===== src/rtl/ujtag_dr_responder.sv =====
// rtl/ujtag_dr_responder.sv - UJTAG user data-register responder: status capture, serial shift, control update.
// Optional parity on the chain: define UJTAG_DR_PARITY_EN.
module ujtag_dr_responder #(
  parameter int          W         = 16,
  parameter logic [7:0]  IR_CODE   = 8'h55,
  parameter logic [W-1:0] RESET_VAL = {W{1'b0}}
) (
  input  logic         clk,
  input  logic         urstb,
  input  logic [7:0]   uireg,
  input  logic         udrck,
  input  logic         udrcap,
  input  logic         udrsh,
  input  logic         udrupd,
  input  logic         utdi,
  input  logic [W-1:0] status_in,
  output logic         utdo,
  output logic [W-1:0] ctrl_out,
  output logic         ctrl_valid,
  output logic [7:0]   upd_cnt,
  output logic         parity_err
);

`ifdef UJTAG_DR_PARITY_EN
  localparam int N = W + 1;
`else
  localparam int N = W;
`endif

  // Strobe bundle bit order: {udrck, udrcap, udrsh, udrupd, utdi}
  logic [4:0]   sync1, sync2;
  logic         ck_d, upd_d;
  logic [7:0]   uireg_q;
  logic [N-1:0] sr;
  logic [N-1:0] cap_word;
  logic         sel, ck_rise, upd_rise;

  assign sel      = (uireg_q == IR_CODE);
  assign ck_rise  = sync2[4] & ~ck_d;
  assign upd_rise = sync2[1] & ~upd_d;

`ifdef UJTAG_DR_PARITY_EN
  logic         parity_err_q;
  logic         par_ok;
  assign cap_word   = {status_in, ^status_in};
  assign par_ok     = (sr[0] == ^sr[W:1]);
  assign parity_err = parity_err_q;
`else
  assign cap_word   = status_in;
  assign parity_err = 1'b0;
`endif

  always_ff @(posedge clk or negedge urstb) begin
    if (!urstb) begin
      sync1      <= '0;
      sync2      <= '0;
      ck_d       <= 1'b0;
      upd_d      <= 1'b0;
      uireg_q    <= '0;
      sr         <= '0;
      utdo       <= 1'b0;
      ctrl_out   <= RESET_VAL;
      ctrl_valid <= 1'b0;
      upd_cnt    <= '0;
`ifdef UJTAG_DR_PARITY_EN
      parity_err_q <= 1'b0;
`endif
    end else begin
      sync1      <= {udrck, udrcap, udrsh, udrupd, utdi};
      sync2      <= sync1;
      ck_d       <= sync2[4];
      upd_d      <= sync2[1];
      uireg_q    <= uireg;
      ctrl_valid <= 1'b0;

      // Capture has priority over shift when the host asserts both
      if (ck_rise && sel) begin
        if (sync2[3]) begin
          sr <= cap_word;
        end else if (sync2[2]) begin
          sr <= {sync2[0], sr[N-1:1]};
        end
      end

      utdo <= sel & sr[0];

      if (upd_rise && sel) begin
`ifdef UJTAG_DR_PARITY_EN
        if (par_ok) begin
          ctrl_out   <= sr[W:1];
          ctrl_valid <= 1'b1;
          upd_cnt    <= upd_cnt + 8'd1;
        end else begin
          parity_err_q <= 1'b1;
        end
`else
        ctrl_out   <= sr[W-1:0];
        ctrl_valid <= 1'b1;
        upd_cnt    <= upd_cnt + 8'd1;
`endif
      end
    end
  end

endmodule

===== config.mk =====
export PLATFORM = sky130hd
export DESIGN_NAME = ujtag_dr_responder
export DESIGN_NICKNAME = d
export VERILOG_FILES = /design/src/rtl/ujtag_dr_responder.sv
export SDC_FILE = /design/constraint.sdc
export NUM_CORES = 1
export LEC_CHECK = 0
export BUFFER_PORTS_ARGS = -buffer_cell sky130_fd_sc_hd__buf_2
export CORE_MARGIN = 4
export CORE_UTILIZATION = 52
export DETAILED_ROUTE_END_ITERATION = 10
export PLACE_DENSITY = 0.78
export RECOVER_POWER = 50
export SLEW_MARGIN = 20
export SYNTH_ARGS = -nofsm -noshare
export SYNTH_HDL_FRONTEND = slang
export SYNTH_SLANG_ARGS = --single-unit
export TNS_END_PERCENT = 100

===== constraint.sdc =====
create_clock -name clk -period 1.9 [get_ports clk]
set_input_delay 0.095 -clock clk [delete_from_list [all_inputs] [get_ports clk]]
set_output_delay 0.095 -clock clk [all_outputs]
set_load 0.1 [all_outputs]

[After elaboration in Yosys (flattened, before gate mapping)]
Cells that the tools add are included.
Cells by class
  add/sub/neg operators: 1
  equality and inequality tests: 1
  bitwise gates (word level): 5
  reductions and logical operators: 4
  multiplexer cells: 3
Operators with widths (number)
  16-bit 2-to-1 mux: 2
  8-bit by 1-bit adder with 8-bit output (second input constant): 1
  8-bit by 7-bit == test with 1-bit output (second input constant): 1
  1-bit bitwise AND: 3
  1-bit logical AND: 2
  1-bit inverter: 2
  2-bit AND reduction: 1
  2-bit nonzero test: 1
  1-bit 2-to-1 mux: 1
Word-level totals
  bits of input ports: 31
  output and inout bits: 27
  logic and storage cells: 24
  register bits after elaboration: 62

[Longest topological paths before layout]
  depth in word-level cells: 4
  depth in mapped cells: 6
  depth with buffers taken out: 5

[Worst setup path before layout]
No wires, ideal clock.
  path type: reg2reg
  start point: register upd_cnt[0]
  end point: register upd_cnt[6]
  period minus slack after synthesis: 1868 ps
  stages on the path, launching flop included: 5
  data arrival time: 1707 ps
  setup slack: 32 ps
  setup time: 162 ps
  path buffers: 0
  data required time: 1738 ps
  cell sequence: dfrtp_1 > ha_1 > nand2_1 > nor4_1 > xor2_1
Between the ends
  word-level cells in the longest chain between the ends: 1
RTL lines
  from (decl): RTL line 20  | output logic [7:0] upd_cnt,
  from (signal assigned): RTL line 99  | upd_cnt <= upd_cnt + 8'd1;
  8-bit by 1-bit adder with 8-bit output: RTL line 99
No other way between the ends.
A chain may end at the register's enable or synchronous reset.

[Worst setup path in the final report]
  start point: register uireg_q[3]
  end point: register sr[13]
Between the ends
  word-level cells in the longest chain between the ends: 3
RTL lines
  from (decl): RTL line 33  | logic [7:0] uireg_q;
  from (signal assigned): RTL line 73  | uireg_q <= uireg;
  8-bit by 7-bit == test with 1-bit output: RTL line 38  | assign sel = (uireg_q == IR_CODE);
  1-bit logical AND: RTL line 77  | if (ck_rise && sel) begin
  2-bit AND reduction (no line)
  to (signal assigned): RTL line 79  | sr <= cap_word;
  to (signal assigned): RTL line 81  | sr <= {sync2[0], sr[N-1:1]};
  to (decl): RTL line 34  | logic [N-1:0] sr;
No other way between the ends.

==> impl_metrics.py <==
metrics = {
    "outcome": {
        "status": "complete, no violations",
    },
    "pwr": {
        "vdd_drop_max_mv": 0.518,
        "p_per_area_nw_per_um2": 826,
        "leakage_nw": 1.65,
    },
    "place": {
        "port_buffers": 56,
        "gp_congestion": 0.747,
        "postPlaceCellArea_sq_um": 2720,
        "dpl.hpwl_microns": 3100,
    },
    "yosys": {
        "ys_async_sr_fraction_pct": 100,
        "synth_edf_count": 0,
        "ys_top_cells_by_area": "dfrtp_1, mux2_2, nand2_1",
        "ys_seq_elements": 62,
        "synth_top_area_share_pct": 65.7,
        "yosysTopAreaCell": "dfrtp_1",
        "syn_avg_cell_area_sq_um": 13.0,
        "netlist_area_sq_um": 2360,
        "syn_inst": 181,
        "synthFlopType": "dfrtp_1",
        "ys_seq_area_share_pct": 65.7,
        "synth_most_common_cell": "dfrtp_1",
        "synth_commonest_cells": "dfrtp_1, nand2_1, mux2_2, xnor2_1",
        "synth_cell_type_count": 22,
        "ys_warn_count": 0,
        "synth_fp_nets": 213,
    },
    "grt": {
        "grt_start_max_net_pins": 26,
        "grt_pass1_vias": 1530,
        "grtUsageTotal_pct": 18.3,
        "antenna_found_initial": 0,
        "grt_remaining_overflow": 0,
        "grt_first_pass_wirelength_microns": 7380,
    },
    "floorplanning": {
        "io_pins": 58,
        "die_w_microns": 75.4,
        "die_h_microns": 75.4,
        "std_cell_rows": 24,
        "die_area_sq_um": 5680,
        "coreArea_sq_um": 4380,
        "start_util_pct": 53.8,
    },
    "routing": {
        "first_pass_iters": 4,
        "vias": 1551,
        "routed_wl_microns": 4560,
        "drc_errors": 0,
        "viasPerCell": 4.89,
        "ant_nets": 0,
        "drt_iter0_markers": 63,
        "post_drt_wl_per_cell_microns": 14.4,
    },
    "cells_and_area": {
        "final_layout_size_suffix_gt1_share_pct": 41.5,
        "diodes": 0,
        "nFillCells": 308,
        "final_area_sq_um": 3030,
        "areaGrowthSynthToFinish_pct": 28.2,
        "final_nets": 293,
        "final_util_pct": 69.0,
    },
    "setup_path": {
        "critPathBufInv": 1,
        "critical_path.top_delay_family": "simple AND/OR/NAND/NOR gates",
        "cp_data_required_time_ps": 2110,
        "slowest_stage": "dfrtp_1",
        "startpoint_type": "register",
        "cp.arrival_ps": 1920,
        "critPathMaxStageDelay_ps": 370,
        "cp_max_fo": 16,
        "endpoint_kind": "register",
        "path_cells": "and4bb_2 > nand2_1 > nor4b_4 > buf_12 > mux2_2",
        "worst-setup-path-type": "reg2reg",
    },
    "sta": {
        "period_minus_slack_ps": 1710,
        "slew-limit-headroom_pct": 17.7,
        "max_clock_freq_mhz": 585,
        "slew_viol_final": 0,
        "finalSetupViolCount": 0,
        "worst_pin_slew_ps": 1230,
        "fin_crit_sh_pct": 89.9,
        "rsz0062_at_grt": "no",
        "clock_skew_ps": 5.37,
        "hold_violations": 0,
        "holdWs_ps": 120,
        "setup_tns_ps": 0,
    },
    "clock_tree": {
        "post_cts_buffers": 0,
        "clock_latency_ps": 330,
        "cts_root_buf": "clkbuf_8",
        "cts_tree": "yes",
        "clk_pin_slew_ps": 60,
        "clock-sinks": 62,
        "htree_levels": 3,
        "clk_path_buf_depth": 2,
        "cts_buffers": 9,
        "cts_resized": 0,
    },
    "run": {
        "cap_violations": 0,
    },
    "hold_path": {
        "min_path_type": "in2reg",
    },
}
[cell type report]
cell class | instances | area [sq um] | area share (%)
clock buffers | 14 | 163 | 5.38
clock inverters | 1 | 5.00 | 0.165
inverters | 2 | 7.51 | 0.248
multi-input cells | 109 | 749 | 24.8
flip-flops and latches | 62 | 1550 | 51.3
well taps | 52 | 65.1 | 2.15
repair buffers | 77 | 484 | 16.0
[registers in the layout, summed over array words and instances, names as in the netlist, 5 cells and up]
name      count
sync1         5
ctrl_out     16
sr           16
uireg_q       8
sync2         5
upd_cnt       8
[cell usage in the layout (no fill, tap or decap), types with 3 or more instances in the layout]
cell	instances
buf_2	55
buf_4	6
clkbuf_1	4
clkbuf_8	11
dfrtp_1	62
dlygate4sd3_1	14
mux2_2	32
nand2_1	56
xnor2_1	4
xor2_1	3
[path summary, 6_finish.rpt]
kind / cells after the start / slack [ps] / start / to
max in group asynchronous: 3 / 430 / urstb / ctrl_out[7]$_DFFE_PN0P_
min reg2reg: 0 / 350 / sync1[0]$_DFF_PN0_ / sync2[0]$_DFF_PN0_
max: 5 / 190 / uireg_q[3]$_DFF_PN0_ / sr[13]$_DFFE_PN0P_
max reg2reg: 5 / 190 / uireg_q[3]$_DFF_PN0_ / sr[13]$_DFFE_PN0P_
min: 3 / 120 / status_in[0] / sr[0]$_DFFE_PN0P_
min in group asynchronous: 2 / 550 / urstb / upd_cnt[3]$_DFFE_PN0P_
[routing by layer]
metal	global-route usage, %	up-vias	part of all wire (%)
met5	0	-	0
met4	8.16	0	1.4
met3	7.39	9	7.3
li1	-	748	-
met2	26.1	48	47
met1	24.8	746	44
[logic make-up (layout without fill, tap and decap cells)]
logic type	count (synthesis)	in the layout	share of synthesized area, %
xor gates and xnor gates	7	7	2.60
adders and majority gates	1	1	0.530
buffers and inverters	10	94	2.49
DFF	62	62	65.7
muxes	32	32	15.3
other	1	1	0.159
and+or+nand+nor	68	68	13.2
[repair_timing]
action | 4_1_cts | 5_1_grt
setup endpoints to repair | 0 | 0
hold endpoints to repair | 36 | 0
hold buffers | 14 | 0
[metrics by stage]
| stage | worst slack (ps) | cells | power, mW |
|---|---|---|---|
| finish | 191 | 317 | 2.50 |
| global route | 91.7 | 317 | 2.60 |
| CTS | 181 | 317 | 2.52 |
| detailed placement | 187 | 288 | 1.51 |
| global placement | 236 | 288 | 1.50 |
| floorplan | 31.5 | 181 | 1.44 |
[report_power, final]
group          internal, mW  total, mW  leakage, nW  switching, mW
clock network         0.537      0.997       0.0865          0.460
registers              1.35       1.36        0.819         0.0114
logic                0.0718      0.143        0.743         0.0713
total                  1.96       2.50         1.65          0.543
[worst reg2reg max path: stages (launching register included)]
cell	delay [ps]
dfrtp_1	370
and4bb_2	320
nand2_1	100
nor4b_4	270
buf_12	190
mux2_2	340
Power figures use the tool's default switching activity.
